<file path="src/rtl/suprloco_loader_pkg.sv">
// Shared types and default ROM map for the SuprLoco ROM loader.
package suprloco_loader_pkg;

    // ROM regions of the board's write port, in address order
    typedef enum logic [2:0] {
        REG_MAIN = 3'd0,
        REG_SND  = 3'd1,
        REG_TILE = 3'd2,
        REG_SPR  = 3'd3,
        REG_PROM = 3'd4
    } region_e;

    // Loader control states
    typedef enum logic [1:0] {
        ST_IDLE,
        ST_REQ,
        ST_HOLD
    } state_e;

    // Exclusive end address of each region in the download image
    localparam logic [23:0] DEF_MAIN_END = 24'h00C000;
    localparam logic [23:0] DEF_SND_END  = 24'h00E000;
    localparam logic [23:0] DEF_TILE_END = 24'h014000;
    localparam logic [23:0] DEF_SPR_END  = 24'h01C000;
    localparam logic [23:0] DEF_PROM_END = 24'h01C200;

endpackage

</file>
<file path="src/rtl/suprloco_rom_region_decode.sv">
// Maps a download byte address onto a ROM region and the offset inside it.
module suprloco_rom_region_decode
    import suprloco_loader_pkg::*;
#(
    parameter logic [23:0] MAIN_END = DEF_MAIN_END,
    parameter logic [23:0] SND_END  = DEF_SND_END,
    parameter logic [23:0] TILE_END = DEF_TILE_END,
    parameter logic [23:0] SPR_END  = DEF_SPR_END,
    parameter logic [23:0] PROM_END = DEF_PROM_END
) (
    input  logic [26:0] addr,
    output logic        valid,
    output region_e     sel,
    output logic [16:0] offset
);

    logic [23:0] base;

    // Region lookup: anything with the top address bits set or past the PROM is off the map
    always_comb begin
        valid  = 1'b1;
        sel    = REG_MAIN;
        base   = 24'd0;
        offset = 17'd0;
        if (addr[26:24] != 3'd0) begin
            valid = 1'b0;
        end else if (addr[23:0] < MAIN_END) begin
            sel  = REG_MAIN;
            base = 24'd0;
        end else if (addr[23:0] < SND_END) begin
            sel  = REG_SND;
            base = MAIN_END;
        end else if (addr[23:0] < TILE_END) begin
            sel  = REG_TILE;
            base = SND_END;
        end else if (addr[23:0] < SPR_END) begin
            sel  = REG_SPR;
            base = TILE_END;
        end else if (addr[23:0] < PROM_END) begin
            sel  = REG_PROM;
            base = SPR_END;
        end else begin
            valid = 1'b0;
        end
        if (valid) begin
            offset = 17'(addr[23:0] - base);
        end
    end

endmodule

</file>
<file path="src/rtl/suprloco_rom_loader.sv">
// Bridges the HPS ioctl download stream to the SuprLoco board ROM write port,
// captures DIP switches and sequences the board reset around a ROM download.
module suprloco_rom_loader
    import suprloco_loader_pkg::*;
#(
    parameter logic [23:0] MAIN_END  = DEF_MAIN_END,
    parameter logic [23:0] SND_END   = DEF_SND_END,
    parameter logic [23:0] TILE_END  = DEF_TILE_END,
    parameter logic [23:0] SPR_END   = DEF_SPR_END,
    parameter logic [23:0] PROM_END  = DEF_PROM_END,
    parameter int          RST_HOLD  = 16,
    parameter logic [7:0]  ROM_INDEX = 8'd0,
    parameter logic [7:0]  DIP_INDEX = 8'd254
) (
    input  logic        i_EMU_MCLK,
    input  logic        i_EMU_INITRST,
    input  logic [15:0] ioctl_index,
    input  logic        ioctl_download,
    input  logic [26:0] ioctl_addr,
    input  logic [7:0]  ioctl_data,
    input  logic        ioctl_wr,
    output logic        ioctl_wait,
    output logic        o_ROM_REQ,
    output logic [2:0]  o_ROM_SEL,
    output logic [16:0] o_ROM_ADDR,
    output logic [7:0]  o_ROM_DATA,
    input  logic        i_ROM_ACK,
    output logic [23:0] o_DIPSW,
    output logic        o_CORE_RST,
    output logic        o_LOAD_DONE,
    output logic        o_LOAD_ERR
);

    localparam int                HOLD_W    = $clog2(RST_HOLD + 1);
    localparam logic [HOLD_W-1:0] HOLD_LAST = HOLD_W'(RST_HOLD - 1);

    state_e            state;
    logic              rom_dl_q;
    logic              hold_pend;
    logic [23:0]       byte_cnt;
    logic [HOLD_W-1:0] hold_cnt;

    logic              dec_valid;
    region_e           dec_sel;
    logic [16:0]       dec_offset;

    logic              is_rom;
    logic              is_dip;
    logic              rom_wr;
    logic              dip_wr;
    logic              rom_dl;
    logic              rom_rise;
    logic              rom_fall;
    logic              accept;
    logic              busy_next;
    logic              unused_index_hi;

    assign is_rom          = (ioctl_index[7:0] == ROM_INDEX);
    assign is_dip          = (ioctl_index[7:0] == DIP_INDEX);
    assign rom_wr          = ioctl_wr && is_rom;
    assign dip_wr          = ioctl_wr && is_dip;
    assign rom_dl          = ioctl_download && is_rom;
    assign rom_rise        = rom_dl && !rom_dl_q;
    assign rom_fall        = !rom_dl && rom_dl_q;
    assign accept          = (state == ST_IDLE) && rom_wr && dec_valid;
    // A request will still be outstanding after this edge, so HOLD must wait for it
    assign busy_next       = ((state == ST_REQ) && !i_ROM_ACK) || accept;
    assign unused_index_hi = ^ioctl_index[15:8];

    suprloco_rom_region_decode #(
        .MAIN_END (MAIN_END),
        .SND_END  (SND_END),
        .TILE_END (TILE_END),
        .SPR_END  (SPR_END),
        .PROM_END (PROM_END)
    ) u_decode (
        .addr   (ioctl_addr),
        .valid  (dec_valid),
        .sel    (dec_sel),
        .offset (dec_offset)
    );

    // Loader FSM: byte handshake, DIP capture, download bookkeeping and reset sequencing
    always_ff @(posedge i_EMU_MCLK) begin
        if (i_EMU_INITRST) begin
            state       <= ST_IDLE;
            rom_dl_q    <= 1'b0;
            hold_pend   <= 1'b0;
            byte_cnt    <= 24'd0;
            hold_cnt    <= '0;
            ioctl_wait  <= 1'b0;
            o_ROM_REQ   <= 1'b0;
            o_ROM_SEL   <= 3'd0;
            o_ROM_ADDR  <= 17'd0;
            o_ROM_DATA  <= 8'd0;
            o_DIPSW     <= 24'hFFFFFF;
            o_CORE_RST  <= 1'b1;
            o_LOAD_DONE <= 1'b0;
            o_LOAD_ERR  <= 1'b0;
        end else begin
            rom_dl_q <= rom_dl;

            if (dip_wr) begin
                if (ioctl_addr == 27'd0) begin
                    o_DIPSW[7:0] <= ioctl_data;
                end else if (ioctl_addr == 27'd1) begin
                    o_DIPSW[15:8] <= ioctl_data;
                end else if (ioctl_addr == 27'd2) begin
                    o_DIPSW[23:16] <= ioctl_data;
                end
            end

            case (state)
                ST_IDLE: begin
                    if (rom_wr) begin
                        if (dec_valid) begin
                            o_ROM_SEL  <= dec_sel;
                            o_ROM_ADDR <= dec_offset;
                            o_ROM_DATA <= ioctl_data;
                            o_ROM_REQ  <= 1'b1;
                            ioctl_wait <= 1'b1;
                            byte_cnt   <= byte_cnt + 24'd1;
                            state      <= ST_REQ;
                        end else begin
                            o_LOAD_ERR <= 1'b1;
                        end
                    end
                end
                ST_REQ: begin
                    // The HPS ignored ioctl_wait: the byte is lost
                    if (rom_wr) begin
                        o_LOAD_ERR <= 1'b1;
                    end
                    if (i_ROM_ACK) begin
                        o_ROM_REQ  <= 1'b0;
                        ioctl_wait <= 1'b0;
                        if (hold_pend) begin
                            hold_pend <= 1'b0;
                            hold_cnt  <= '0;
                            state     <= ST_HOLD;
                        end else begin
                            state <= ST_IDLE;
                        end
                    end
                end
                ST_HOLD: begin
                    if (rom_wr) begin
                        o_LOAD_ERR <= 1'b1;
                    end
                    if (hold_cnt == HOLD_LAST) begin
                        o_CORE_RST <= 1'b0;
                        state      <= ST_IDLE;
                    end else begin
                        hold_cnt <= hold_cnt + 1'b1;
                    end
                end
                default: state <= ST_IDLE;
            endcase

            if (rom_fall) begin
                if ((byte_cnt == PROM_END) && !o_LOAD_ERR) begin
                    o_LOAD_DONE <= 1'b1;
                end else begin
                    o_LOAD_ERR <= 1'b1;
                end
                if (busy_next) begin
                    hold_pend <= 1'b1;
                end else begin
                    hold_cnt <= '0;
                    state    <= ST_HOLD;
                end
            end

            if (rom_rise) begin
                o_LOAD_DONE <= 1'b0;
                o_LOAD_ERR  <= 1'b0;
                byte_cnt    <= 24'd0;
                hold_pend   <= 1'b0;
                if (state == ST_HOLD) begin
                    state <= ST_IDLE;
                end
            end

            if (rom_dl) begin
                o_CORE_RST <= 1'b1;
            end
        end
    end

endmodule
</file>
<file path="config.mk">
export PLATFORM = sky130hd
export DESIGN_NAME = suprloco_rom_loader
export DESIGN_NICKNAME = d
export VERILOG_FILES = /design/src/rtl/suprloco_loader_pkg.sv /design/src/rtl/suprloco_rom_region_decode.sv /design/src/rtl/suprloco_rom_loader.sv
export SDC_FILE = /design/constraint.sdc
export NUM_CORES = 1
export LEC_CHECK = 0
export BUFFER_PORTS_ARGS = -buffer_cell sky130_fd_sc_hd__buf_2
export CAP_MARGIN = 20
export CELL_PAD_IN_SITES_DETAIL_PLACEMENT = 1
export CELL_PAD_IN_SITES_GLOBAL_PLACEMENT = 2
export CORE_MARGIN = 2
export CORE_UTILIZATION = 33
export DETAILED_ROUTE_END_ITERATION = 10
export MAX_ROUTING_LAYER = met4
export PLACE_DENSITY_LB_ADDON = 0.1
export SLEW_MARGIN = 10
export SYNTH_ARGS = -nofsm -noshare
export SYNTH_HDL_FRONTEND = slang
export SYNTH_HIERARCHICAL = 1
export SYNTH_SLANG_ARGS = --single-unit
</file>
<file path="constraint.sdc">
create_clock -name i_EMU_MCLK -period 6.42 [get_ports i_EMU_MCLK]
set_clock_uncertainty 0.2 [all_clocks]
set_input_delay 1.926 -clock i_EMU_MCLK [delete_from_list [all_inputs] [get_ports i_EMU_MCLK]]
set_output_delay 1.926 -clock i_EMU_MCLK [all_outputs]
set_load 0.005 [all_outputs]
</file>
==> impl_metrics.json <==
{
  "postSynthNetCount": 613,
  "die_w_um": 121,
  "hpwl_um": 10300,
  "grt_pass1_wl_um": 22700,
  "crit_family": "simple AND/OR/NAND/NOR gates",
  "path_cells": "buf_2, or4_4, o21ba_1, nor2_1, and3_1, and3_1, buf_4, nand2_1, a21oi_1",
  "avgRoutedWirePerCell_um": 17.8,
  "io_pins": 113,
  "first_iter_violations": 285,
  "initial_core_util_pct": 34.1,
  "core-area_um2": 13300,
  "cts_resized": 0,
  "crit_path_frequent_cell": "and3_1",
  "fillers": 1642,
  "crit_buf_inv": 2,
  "clk_pin_slew_ns": 0.06,
  "ys_ff_latch": 89,
  "cts_hold_buf": 0,
  "period_minus_slack_ns": 4.89,
  "clock_path_buffers": 2,
  "slew_headroom_pct": 45.5,
  "drv_slew": 0,
  "start_kind": "input port",
  "dieArea_um2": 14700,
  "outcome": "complete, no violations",
  "ant_nets": 0,
  "cp_slowest_cell": "and3_1",
  "cpPeakStageDelay_ns": 0.71,
  "hold_ws_ns": 0.254,
  "avgSynthCellArea_um2": 8.34,
  "numCtsBuffers": 9,
  "synthCells": 546,
  "power_leakage_nw": 1.98,
  "path_max_fanout": 19,
  "cts_root_buffer": "clkbuf_16",
  "drive_above_1_share_pct": 22.7,
  "vias": 4445,
  "grt_max_degree": 39,
  "clk_latency_ns": 0.35,
  "layout_commonest_cell": "buf_2",
  "end_kind": "flip-flop",
  "area_growth_pct": 19.9,
  "crit_arrival_ns": 4.97,
  "period_share_pct": 76.2,
  "synth-main-ff-cell": "dfxtp_1",
  "cts.sinks": 89,
  "ys_async_sr_fraction_pct": 0,
  "grtUsageTotal_pct": 20.3,
  "post-cts-setup-buffers": 0,
  "fp.dieH_um": 121,
  "synth_cell_types": 54,
  "rsz0062_at_grt": "false",
  "n_antenna_cell": 0,
  "yosys_warnings": 6,
  "p_per_area_nw_per_um2": 214,
  "place.gp.congestion": 0.770,
  "yosysSeqAreaShare_pct": 39.1,
  "nNetsFinal": 697,
  "setup_tns_ns": 0,
  "worstMarginPinSlew_ns": 0.813,
  "vias_per_cell": 5.48,
  "maxCapViolations": 0,
  "cts_tree": "built",
  "overflow": 0,
  "required_ns": 6.50,
  "synth_edf_count": 0,
  "drcViolationCount": 0,
  "finalHoldViolations": 0,
  "drt-total-wl_um": 14400,
  "final_cell_mix": "104 x buf_2, 89 x dfxtp_1, 83 x nand2_1, 50 x a21oi_1, 29 x o211ai_1",
  "fmax_mhz": 204,
  "hold_path.class": "reg2reg",
  "portBuffers": 104,
  "grt_antenna_before_repair": 0,
  "worstSetupPathType": "in2reg",
  "peakVddDrop_mv": 0.106,
  "dr.pass1.iters": 4,
  "syn-cell-area_um2": 4550,
  "num_rows": 42,
  "cts_max_level": 3,
  "grt_pass1_vias": 4372,
  "setup_violations": 0
}
==> routing by layer <==
metal / up-vias / global-route usage, % / share of wire (%)
li1: 2179 / - / -
met1: 2165 / 26.1 / 48
met2: 88 / 32.4 / 47
met3: 13 / 4.46 / 4.3
met4: 0 / 5.39 / 1.2
met5: - / - / 0
==> cell families (layout without fill, tap and decap cells) <==
| logic type | count (synthesis) | in the layout | synth area share, % |
|---|---|---|---|
| buf+inv | 64 | 153 | 6.49 |
| compound gates | 139 | 139 | 19.9 |
| flops | 89 | 89 | 39.1 |
| xor+xnor | 6 | 6 | 1.15 |
| fa+ha+maj | 11 | 11 | 3.19 |
| simple gates | 226 | 226 | 27.7 |
| mux | 11 | 11 | 2.42 |
==> worst reg2reg max path, stage by stage (launching register included) <==
cell and delay (ns):
dfxtp_1 0.35, inv_1 0.11, ha_1 0.23, and3_1 0.28
and3_1 0.71, buf_4 0.33, nand2_1 0.09, a21oi_1 0.13
==> report_power, final <==
part           internal, mW  switching (mW)  total (mW)
registers             0.552       0.0000564       0.552
logic                0.0216          0.0421      0.0637
clock network         0.316           0.235       0.550
==> worst paths after layout <==
| path | startpoint | slack (ns) | to | cells past startpoint |
|---|---|---|---|---|
| setup / recovery | ioctl_addr[13] | 1.53 | o_ROM_SEL[2]$_SDFFE_PP0P_ | 9 |
| hold / removal | o_ROM_SEL[2]$_SDFFE_PP0P_ | 0.25 | o_ROM_SEL[2]$_SDFFE_PP0P_ | 2 |
| setup reg to reg | state[1]$_SDFF_PP0_ | 3.92 | o_ROM_SEL[2]$_SDFFE_PP0P_ | 7 |
| hold reg to reg | o_ROM_SEL[2]$_SDFFE_PP0P_ | 0.25 | o_ROM_SEL[2]$_SDFFE_PP0P_ | 2 |
==> cell usage after synthesis, types with 3 or more instances <==
master / count / area, um2
a21oi_1: 50 / 250
a31oi_1: 3 / 18.8
and3_1: 9 / 56.3
and4_1: 6 / 52.6
buf_1: 4 / 15.0
buf_2: 5 / 25.0
buf_6: 6 / 67.6
clkbuf_1: 24 / 90.1
dfxtp_1: 89 / 1780
ha_1: 10 / 125
inv_1: 23 / 86.3
mux2i_1: 11 / 110
nand2_1: 83 / 312
nand2b_1: 14 / 87.6
nand3_1: 12 / 60.1
nand4_1: 14 / 87.6
nor2_1: 17 / 63.8
nor3_1: 12 / 60.1
nor3b_1: 5 / 37.5
nor3b_2: 6 / 75.1
nor4_1: 12 / 75.1
nor4b_1: 4 / 35.0
o211ai_1: 29 / 218
o21ai_0: 21 / 105
o41ai_1: 24 / 210
or3_1: 9 / 56.3
or4_1: 4 / 30.0
or4_4: 5 / 56.3
xnor2_1: 3 / 26.3
xor2_1: 3 / 26.3
==> area by class of cell <==
type | instances | area [um2] | area share, %
multi-input cells | 393 | 2470 | 45.3
flip-flops and latches | 89 | 1780 | 32.6
repair buffers | 113 | 588 | 10.8
clock buffers | 11 | 243 | 4.45
well taps | 176 | 220 | 4.03
inverters | 24 | 90.1 | 1.65
clock inverters | 5 | 61.3 | 1.12
==> metrics by stage <==
step	util (%)	cells	power (mW)	cell area, um2	setup WS, ns
floorplan	-	546	0.596	4550	1.98
global placement	38.6	795	0.627	5150	1.20
detailed placement	38.6	795	0.628	5150	1.14
CTS	40.9	811	1.18	5460	1.51
global route	40.9	811	1.21	5460	1.28
finish	40.9	811	1.17	5460	1.53
==> registers in the layout (all words and copies together), names as in the netlist, 2 cells and up <==
register / count
byte_cnt: 24
hold_cnt: 5
o_DIPSW: 24
o_ROM_ADDR: 17
o_ROM_DATA: 8
o_ROM_SEL: 3
state: 2
Note: power is estimated with default switching activity, not from simulation.
